[config.mk]
export PLATFORM = sky130hd
export DESIGN_NAME = useq_wait_timer
export DESIGN_NICKNAME = d
export VERILOG_FILES = /design/src/rtl/useq_wait_timer.sv
export SDC_FILE = /design/constraint.sdc
export NUM_CORES = 1
export LEC_CHECK = 0
export ABC_AREA = 1
export CORE_AREA = 2 2 39 41
export DETAILED_ROUTE_END_ITERATION = 16
export DIE_AREA = 0 0 41 43
export PLACE_DENSITY = 0.47
export SLEW_MARGIN = 20
export SYNTH_ARGS = -nofsm -noshare
export SYNTH_HDL_FRONTEND = slang
export SYNTH_SLANG_ARGS = --single-unit
[constraint.sdc]
create_clock -name clk -period 1.2 [get_ports clk]
set_clock_uncertainty 0.05 [all_clocks]
set_input_delay 0.24 -clock clk [delete_from_list [all_inputs] [get_ports clk]]
set_output_delay 0.24 -clock clk [all_outputs]
set_load 0.03 [all_outputs]
[src/rtl/useq_wait_timer.sv]
// Memory-wait watchdog for micro_sequencer: counts stalled WAIT cycles and raises a sticky timeout.
module useq_wait_timer #(
    parameter int unsigned MFA_TIMEOUT = 16
) (
    input  logic clk,
    input  logic reset,
    input  logic waitStall,
    output logic timeoutHit_c,
    output logic mfaTimeout
);

    localparam int unsigned CNT_W = $clog2(MFA_TIMEOUT + 1);

    logic [CNT_W-1:0] waitCount;

    assign timeoutHit_c = waitStall && (waitCount == CNT_W'(MFA_TIMEOUT));

    // Counter restarts whenever the stall is broken or the timeout fires.
    always_ff @(posedge clk) begin
        if (reset) begin
            waitCount <= '0;
        end else if (!waitStall || timeoutHit_c) begin
            waitCount <= '0;
        end else begin
            waitCount <= waitCount + CNT_W'(1);
        end
    end

    always_ff @(posedge clk) begin
        if (reset) begin
            mfaTimeout <= 1'b0;
        end else if (timeoutHit_c) begin
            mfaTimeout <= 1'b1;
        end
    end

endmodule

* Word-level counts from Yosys, hierarchy flattened
Index checks and enable logic that the tools add are counted.
Cells by class: reductions and logical operators 4, add/subtract/negate cells 1, equal/unequal tests 1
Operators by type and width (count):
- $add A5 B1 Y5 const B | 1
- $eq A5 B5 Y1 const B | 1
- $reduce_or A2 Y1 | 1
- $logic_and A1 B1 Y1 | 1
- $logic_not A1 Y1 | 1
- $logic_or A1 B1 Y1 | 1
Storage, ports and cells: output and inout bits 2, word-level logic and storage cells 8, register bits 6

* Logic depth before layout (Yosys ltp)
Gate-level depths: netlist of run 1.
depth in word-level cells 4, gate-level depth with buffers 7, mapped depth without buffers 7

* Worst setup path after synthesis of run 1
OpenSTA, ideal clock, no wires.
path type reg-to-output, from reg waitCount[0], to out timeoutHit_c, data arrival time 0.882 ns, stages on the path, launching flop included 7, setup slack 0.028 ns, path through dfxtp_1 -> inv_1 -> ha_1 -> nand2_1 -> inv_1 -> nand3_1 -> inv_1
Between the ends: cells in the longest elaborated chain, start to end 2
RTL lines:
- from (decl) | line 14 | logic [CNT_W-1:0] waitCount;
- from (signal assigned) | line 25 | waitCount <= waitCount + CNT_W'(1);
- $eq A5 B5 Y1 | line 16 | assign timeoutHit_c = waitStall && (waitCount == CNT_W'(MFA_TIMEOUT));
- $logic_and A1 B1 Y1 | line 16
- to (decl) | line 8 | output logic timeoutHit_c,
No other way between the ends.

* Worst setup path in the final report of run 1
from reg waitCount[1], to out timeoutHit_c
Same word-level chain as after synthesis.

==> results of run 1 <==
==> flip-flops by register name, indices dropped and copies added (netlist names) <==
name and flops:
mfaTimeout 1, waitCount 5
==> repair_timing <==
item                                    4_1_cts  5_1_grt
endpoints found under the setup margin        1        1
pin swaps                                     1        0
resized for setup                            11        0
==> cells in the mapped netlist <==
cell / n
a21oi_1: 1
inv_1: 9
nand3_1: 3
nand4_1: 2
a21oi_2: 2
nand2_2: 1
xnor2_1: 1
nor2_2: 1
nand2_1: 4
nor2_1: 4
ha_1: 2
dfxtp_1: 6
==> area by class of cell <==
type | count | area [sq um] | area share [%]
timing repair buffer | 7 | 61.31 | 15.08
multi-input combinational | 21 | 146.4 | 36.00
tap | 16 | 20.02 | 4.923
inverter | 9 | 33.78 | 8.308
sequential | 6 | 122.6 | 30.15
clock buffer | 3 | 22.52 | 5.538
==> routing by layer <==
| layer | GRT usage [%] | share of wire (%) | vias to the layer above |
|---|---|---|---|
| li1 | - | - | 132 |
| met1 | 8.117 | 44 | 106 |
| met2 | 10.63 | 44 | 8 |
| met3 | 9.424 | 12 | 0 |
| met4 | 0 | 0 | 0 |
| met5 | 0 | 0 | - |
==> worst max-delay path: cells and delay by family, from the launching register on <==
kind / cells / cell delay (ns)
flops: 1 / 0.31
buf+inv: 4 / 0.29
fa+ha+maj: 1 / 0.12
simple gates: 2 / 0.11
==> power breakdown <==
group          internal [mW]  leakage, nW  switching [mW]
Sequential             0.204       0.0494         0.00192
Combinational         0.0173       0.0979          0.0157
Clock                  0.113       0.0138          0.0731
==> worst min path at each step <==
| stage | slack [ns] | cells after the start | end | start |
|---|---|---|---|---|
| 6_report | 0.40 | 2 | mfaTimeout | mfaTimeout |
| 5_1_grt | 0.42 | 2 | mfaTimeout | mfaTimeout |
| 4_1_cts | 0.41 | 2 | mfaTimeout | mfaTimeout |
| 3_5_place_dp | 0.40 | 2 | mfaTimeout | mfaTimeout |
| 3_3_place_gp | 0.40 | 2 | mfaTimeout | mfaTimeout |
| 2_1_floorplan | 0.26 | 1 | mfaTimeout | reset |
==> logic make-up after synthesis <==
| kind of cell | Yosys count | synth area share (%) |
|---|---|---|
| simple gates | 15 | 25.00 |
| buf+inv | 9 | 12.05 |
| flops | 6 | 42.86 |
| compound gates | 3 | 8.035 |
| fa+ha+maj | 2 | 8.927 |
| xor+xnor | 1 | 3.126 |
==> stage by stage <==
stage                     area [sq um]  hold slack [ns]  util, %
after floorplan                  280.3           0.2591        -
after global placement           357.8           0.4030    25.86
after CTS                        406.6           0.4076    29.39
after detailed placement         357.8           0.3993    25.86
final                            406.6           0.4001    29.39
after global routing             406.6           0.4247    29.39
==> reports/metrics.yaml, run 1 <==
rsz0062_at_grt: "true"
fill_cells: 159
track_usage_pct: 7.754
drive_gt1_share_pct: 45.65
finalMaxSlewViolations: 0
grt_pass1_vias: 223
cp.required_ns: 0.91
fin_nets: 53
clk_pin_slew_ns: 0.05
area_growth_pct: 45.09
violations: "setup timing"
io_pins: 5
post-place-cells: 59
fin_setup_tns_ns: -0.1639
num_vias: 246
place_ws_ns: -0.1140
yosys.area.top_type_share_pct: 42.86
end_kind: "primary output"
stdcell_count: 62
leakagePower_nw: 0.1611
dieArea_sq_um: 1763
ys_warn_count: 0
drt_pre_antenna_iters: 2
syn_nets: 41
rows: 14
viasPerCell: 3.968
crit_chain: "inv_2 > ha_4 > nand2_2 > inv_2 > nand3_2 > inv_2 > buf_6"
vdd_ir_drop_max_v: 0.0005915
drc_errors: 0
fin_ws_ns: -0.1639
die_width_microns: 41
synth.area.top_cells: "dfxtp_1, inv_1, ha_1"
cap_violations: 0
worst_ep_arrival_time_ns: 1.07
post_cts_buffers: 0
hold_viol_final: 0
fmax_ghz: 0.7332
grt_max_degree: 6
port_buffers: 4
cp-endpoint: "timeoutHit_c"
cts_hold_buf: 0
dpl.hpwl_microns: 366
yosysSeqAreaShare_pct: 42.86
crit_slowest_cell: "dfxtp_2"
synthCells: 36
drtIter0Drc: 3
synth.largest_area_cell: "dfxtp_1"
gp_congestion: 0.6766
die_h_microns: 43
wl_per_cell_microns: 7.871
slowest_delay_ns: 0.31
post-route-period-util_pct: 113.7
finalPower_uw: 425.1
ant_nets: 0
worst_pin_slew_ns: 0.1787
cts_root_buf: "clkbuf_4"
cp_common_cell: "inv_2"
htreeDepth: 1
core-area_sq_um: 1384
layout_commonest_cell: "inv_1"
p_per_area_nw_per_um2: 1045
cp-startpoint: "waitCount[1]"
setup_viol: 1
reg2reg_depth: 5
layout_common_cells: "inv_1, inv_2, nor2_1, dfxtp_1, buf_4"
synth-seq-cells: 6
cts_tree: "built"
min_path_type: "reg2reg"
syn_avg_cell_area_sq_um: 7.785
status: "complete, but fails checks"
grt_overflow: 0
diodes: 0
ys_types: 12
maxSlewHeadroom_pct: 88.07
cts.sinks: 6
startpoint_type: "register"
ctsLongestPathBuffers: 2
drt-total-wl_microns: 488
clock_latency_ns: 0.25
rrSetupSlack_ns: 0.14
path_class: "reg2out"
critical_path.max_fanout: 2
cts_made_buffers: 3
antenna_found_initial: 0
syn-cell-area_sq_um: 280.3
regToRegEndpoint: "waitCount[4]"
grt_pass1_wl_microns: 828
r2r_start: "waitCount[0]"
fin_crit_ns: 1.364
start_util_pct: 20.25
No activity file was read; power rests on OpenSTA's default activity.
==> inputs of run 2 (changes only) <==
==> constraint.sdc (replaced) <==
create_clock -name clk -period 1.2 [get_ports clk]
set_clock_uncertainty 0.05 [all_clocks]
set_input_delay 0.18 -clock clk [delete_from_list [all_inputs] [get_ports clk]]
set_output_delay 0.18 -clock clk [all_outputs]
set_load 0.03 [all_outputs]
==> run 2 against run 1 <==
  * The flow still finishes with violations (setup timing)
  * Combinational power hardly changed
  * Clock-buffer cell count stayed put
  * Die area stayed put
  * Final area is 6.5% higher
  * Utilization is 1.9 points higher
  * Sequential cell count stayed put
==> reports/metrics.yaml, run 2 (synthesis results as in run 1) <==
grt_max_degree: 6  # unchanged
placed_area_sq_um: 357.8  # unchanged
cp.required_ns: 0.97  # +0.06 ns
drtIter0Drc: 3  # unchanged
fin_nets: 56  # +5.7%
reg.largest.list: "waitCount (5), mfaTimeout (1)"
worst_pin_slew_ns: 0.1728  # -0.005895 ns
port_buffers: 4  # unchanged
vdd_ir_drop_max_v: 0.0004230  # -28%
start_util_pct: 20.25  # unchanged
drt_pre_antenna_iters: 2  # unchanged
rsz0062_at_grt: "true"
diodes: 0  # unchanged
status: "complete, but fails checks"
slowest_delay_ns: 0.31  # about the same
die_width_microns: 41  # unchanged
post-place-cells: 59  # unchanged
startpoint_type: "register"
hold_ws_ns: 0.4117  # +0.01166 ns
leakagePower_nw: 0.1735  # +7.7%
stdcell_count: 65  # +4.8%
die_h_microns: 43  # unchanged
largest_reg_flops: 5  # unchanged
worst_ep_arrival_time_ns: 1.08  # about the same
p_sw_uw: 92.52  # +2.0%
largest_register: "waitCount"
power_frac_comb_pct: 7.7  # about the same
cp_num_buf_inv: 4  # unchanged
track_usage_pct: 8.459  # +0.70 points
drc_errors: 0  # unchanged
critical_path.max_fanout: 2  # unchanged
finalMaxSlewViolations: 0  # unchanged
cts.sinks: 6  # unchanged
grt_overflow: 0  # unchanged
cts_hold_buf: 0  # unchanged
path_class: "reg2out"
cts_root_buf: "clkbuf_4"
crit_slowest_cell: "dfxtp_2"
hold_viol_final: 0  # unchanged
setup_viol: 2  # +1
p_int_uw: 334.4  # about the same
clock_latency_ns: 0.25  # about the same
num_vias: 261  # +6.1%
htreeDepth: 1  # unchanged
maxSlewHeadroom_pct: 88.47  # +0.39 points
fmax_ghz: 0.7611  # +3.8%
antenna_found_initial: 0  # unchanged
core-area_sq_um: 1384  # unchanged
p_per_area_nw_per_um2: 986.1  # -5.7%
min_path_type: "reg2reg"
p_seq_share_pct: 48.2  # -0.2 points
cap_violations: 0  # unchanged
rrSetupSlack_ns: -0.04  # -0.18 ns
post-route-period-util_pct: 109.5  # -4.2 points
rows: 14  # unchanged
fin_ws_ns: -0.1139  # +0.04995 ns
gp_congestion: 0.6758  # -0.12%
wl_per_cell_microns: 7.831  # -0.51%
grt_pass1_wl_microns: 910  # +9.9%
viasPerCell: 4.015  # +1.2%
layout_common_cells: "buf_4, inv_1, inv_2, nor2_1, dfxtp_1"
crit_chain: "inv_2 > ha_4 > nand2_2 > inv_2 > nand3_2 > inv_2 > buf_6"
cts_tree: "built"
ant_nets: 0  # unchanged
dieArea_sq_um: 1763  # unchanged
violations: "setup timing"
clk_pin_slew_ns: 0.05  # about the same
ctsLongestPathBuffers: 2  # unchanged
grt_pass1_vias: 262  # +17%
end_kind: "primary output"
p_clk_share_pct: 44.1  # +0.3 points
dpl.hpwl_microns: 356  # -2.7%
io_pins: 5  # unchanged
swShare_pct: 21.67  # +0.32 points
drt-total-wl_microns: 509  # +4.3%
cts_made_buffers: 3  # unchanged
layout_commonest_cell: "buf_4"
final_area_sq_um: 432.9  # +6.5%
cp_top_family: "flip-flops"
area_growth_pct: 54.46
drive_gt1_share_pct: 51.02  # +5.4 points
fin_crit_ns: 1.314  # -0.04995 ns
cp_common_cell: "inv_2"
[run 2: power by group through the flow]
stage / logic [mW] / clock network (mW) / registers, mW
finish: 0.0330 / 0.188 / 0.206
CTS: 0.0319 / 0.199 / 0.206
global route: 0.0372 / 0.209 / 0.206
detailed placement: 0.0279 / 0 / 0.208
floorplan: 0.0111 / 0 / 0.210
global placement: 0.0275 / 0 / 0.208
[run 2: layout make-up]
type / instances / area [sq um]
clock buffer: 3 / 22.52
fill: 155 / 950.9
inverter: 9 / 33.78
multi-input combinational: 21 / 150.1
sequential: 6 / 122.6
tap: 16 / 20.02
timing repair buffer: 10 / 83.83
[run 2: final timing paths]
path / startpoint / end / depth (start not counted)
worst max-delay path: waitCount[0] / timeoutHit_c / 7
worst min-delay path: mfaTimeout / mfaTimeout / 2
worst max register to register: waitCount[0] / mfaTimeout / 9
worst min register to register: mfaTimeout / mfaTimeout / 2
[run 2: metal layers]
layer / track usage, % / vias up / part of all wire, %
met5: 0 / - / 0
met4: 2.000 / 0 / 0
met3: 9.424 / 0 / 11
met2: 11.88 / 9 / 46
met1: 8.117 / 116 / 42
li1: - / 136 / -
[run 2: timing repair]
action / CTS / global route
setup endpoints to repair: 1 / 2
pin swaps: 1 / 1
gates resized for setup: 10 / 2
setup buffers: 3 / 0
[run 2: worst reg2reg max path, delay by kind of cell (launching register included)]
family                     cells  cell delay (ns)
buffers and inverters          5             0.49
and+or+nand+nor                2             0.11
DFF                            1             0.31
adders and majority gates      1             0.13
AOI/OAI and AO/OA              1             0.09
[run 2: stage by stage]
step	setup WS, ns	power (mW)	setup TNS, ns	utilization (%)
final	-0.1139	0.4269	-0.1541	31.28
after global routing	-0.1729	0.4518	-0.2649	31.28
after CTS	-0.1336	0.4367	-0.1850	31.10
after detailed placement	0.0005204	0.2363	0	25.86
after global placement	0.02057	0.2359	0	25.86
after floorplan	0.08788	0.2210	0	-
==> inputs of run 3 (changes only) <==
Settings changed: CELL_PAD_IN_SITES_DETAIL_PLACEMENT set to 1, CELL_PAD_IN_SITES_GLOBAL_PLACEMENT set to 1, PLACE_DENSITY 0.47 to 0.57.
==> run 3 against run 2 <==
  * The flow still finishes with violations (setup timing)
  * Die area unchanged
  * Sequential cell count unchanged
  * Critical path depth unchanged
  * Combinational power increased by 4%
  * First-iteration DRC count decreased by 100%
  * Clock-buffer cell count unchanged
==> reports/metrics.yaml, run 3 (synthesis results as in run 1) <==
wl_per_cell_microns: 9.121  # +16%
start_util_pct: 20.25  # unchanged
clock_latency_ns: 0.24  # about the same
end_kind: "primary output"
fin_crit_ns: 1.309  # -0.004890 ns
maxSlewHeadroom_pct: 87.53  # -0.93 points
min_path_type: "reg2reg"
p_per_area_nw_per_um2: 954.6  # -3.2%
critical_path.max_fanout: 2  # unchanged
core-area_sq_um: 1384  # unchanged
track_usage_pct: 9.567  # +1.1 points
fill_cells: 172  # +11%
final_area_sq_um: 440.4  # +1.7%
layout_commonest_cell: "buf_4"
reg.largest.list: "waitCount (5), mfaTimeout (1)"
layout_common_cells: "buf_4, inv_1, inv_2, nor2_1, dfxtp_1"
dieArea_sq_um: 1763  # unchanged
antenna_found_initial: 0  # unchanged
largest_reg_flops: 5  # unchanged
setup_viol: 2  # unchanged
cts_tree: "built"
startpoint_type: "register"
largest_register: "waitCount"
fmax_ghz: 0.7639  # +0.37%
drc_errors: 0  # unchanged
viasPerCell: 4.242  # +5.7%
grt_max_degree: 6  # unchanged
grt-busiest-layer: "met2"
worst_ep_arrival_time_ns: 1.08  # about the same
num_vias: 280  # +7.3%
leakagePower_nw: 0.1790  # +3.1%
grt_overflow: 0  # unchanged
hold_viol_final: 0  # unchanged
io_pins: 5  # unchanged
fin_ws_ns: -0.1090  # +0.004890 ns
cts_made_buffers: 3  # unchanged
multi_input_area_sq_um: 150.1  # unchanged
die_width_microns: 41  # unchanged
drive_gt1_share_pct: 52.00  # +0.98 points
post-route-period-util_pct: 109.1  # -0.41 points
port_buffers: 4  # unchanged
status: "complete, but fails checks"
cap_violations: 0  # unchanged
fin_setup_tns_ns: -0.1579  # -0.003740 ns
worst_pin_slew_ns: 0.1868  # +0.01400 ns
cp.required_ns: 0.97  # about the same
fin_nets: 57  # +1.8%
ant_nets: 0  # unchanged
gr-usage-met1_pct: 8.442  # +0.32 points
rows: 14  # unchanged
grt_pass1_wl_microns: 1062  # +17%
drt-total-wl_microns: 602  # +18%
violations: "setup timing"
path_class: "reg2out"
ctsLongestPathBuffers: 2  # unchanged
htreeDepth: 1  # unchanged
rsz0062_at_grt: "true"
gp_congestion: 0.6615  # -2.1%
cts.sinks: 6  # unchanged
vdd_ir_drop_max_v: 0.0006960  # +65%
area_growth_pct: 57.14
die_h_microns: 43  # unchanged
cts_root_buf: "clkbuf_4"
cts_hold_buf: 0  # unchanged
drtIter0Drc: 0  # -3
placed_area_sq_um: 357.8  # unchanged
met3_usage_pct: 7.853  # -1.6 points
ff_latch_area_sq_um: 122.6  # unchanged
diodes: 0  # unchanged
grt_pass1_vias: 288  # +9.9%
met2_usage_pct: 15.94  # +4.1 points
clk_pin_slew_ns: 0.05  # about the same
finalMaxSlewViolations: 0  # unchanged
drt_pre_antenna_iters: 1  # -1
## run 3: critical path: stages (launching register included)
cell and delay, ns:
dfxtp_2 0.31, inv_2 0.06, ha_4 0.13, nand2_2 0.04
inv_2 0.05, nand3_2 0.07, inv_2 0.06, buf_6 0.12
## run 3: cell type report
type / instances / area share [%]
tap: 16 / 4.545
sequential: 6 / 27.84
inverter: 9 / 7.670
multi-input combinational: 21 / 34.09
clock buffer: 3 / 5.114
timing repair buffer: 11 / 20.74
## run 3: through the flow
stage	utilization, %	power [mW]	worst slack, ns	cells	hold WS, ns
after floorplan	-	0.2210	0.08788	36	0.1991
after global placement	25.86	0.2364	0.005266	59	0.4014
after detailed placement	25.86	0.2378	-0.005801	59	0.4055
after CTS	31.28	0.4329	-0.1177	65	0.4200
after global routing	31.83	0.4514	-0.1924	66	0.4468
final	31.83	0.4204	-0.1090	66	0.4130
## run 3: worst paths after layout
check / from / endpoint / slack (ns) / depth (start not counted)
worst min-delay path: mfaTimeout / mfaTimeout / 0.41 / 2
worst max register to register: waitCount[0] / mfaTimeout / -0.05 / 9
worst min register to register: mfaTimeout / mfaTimeout / 0.41 / 2
worst max-delay path: waitCount[0] / timeoutHit_c / -0.11 / 7
## run 3: layer usage
| metal | wire length, microns | vias to the layer above | part of all wire, % |
|---|---|---|---|
| met5 | 0 | - | 0 |
| met4 | 0 | 0 | 0 |
| met3 | 45 | 0 | 7.5 |
| met2 | 341 | 7 | 57 |
| met1 | 215 | 132 | 36 |
| li1 | - | 141 | - |
## run 3: power breakdown
group | switching, mW | total [mW] | internal [mW] | leakage, nW
logic | 0.0165 | 0.0342 | 0.0176 | 0.116
registers | 0.00204 | 0.206 | 0.204 | 0.0494
clock network | 0.0675 | 0.180 | 0.113 | 0.0138
## run 3: repair_timing
item	CTS	global route
pin swaps	1	1
endpoints found under the setup margin	1	2
gates resized for setup	12	0
setup buffers	3	1
cloned	0	0
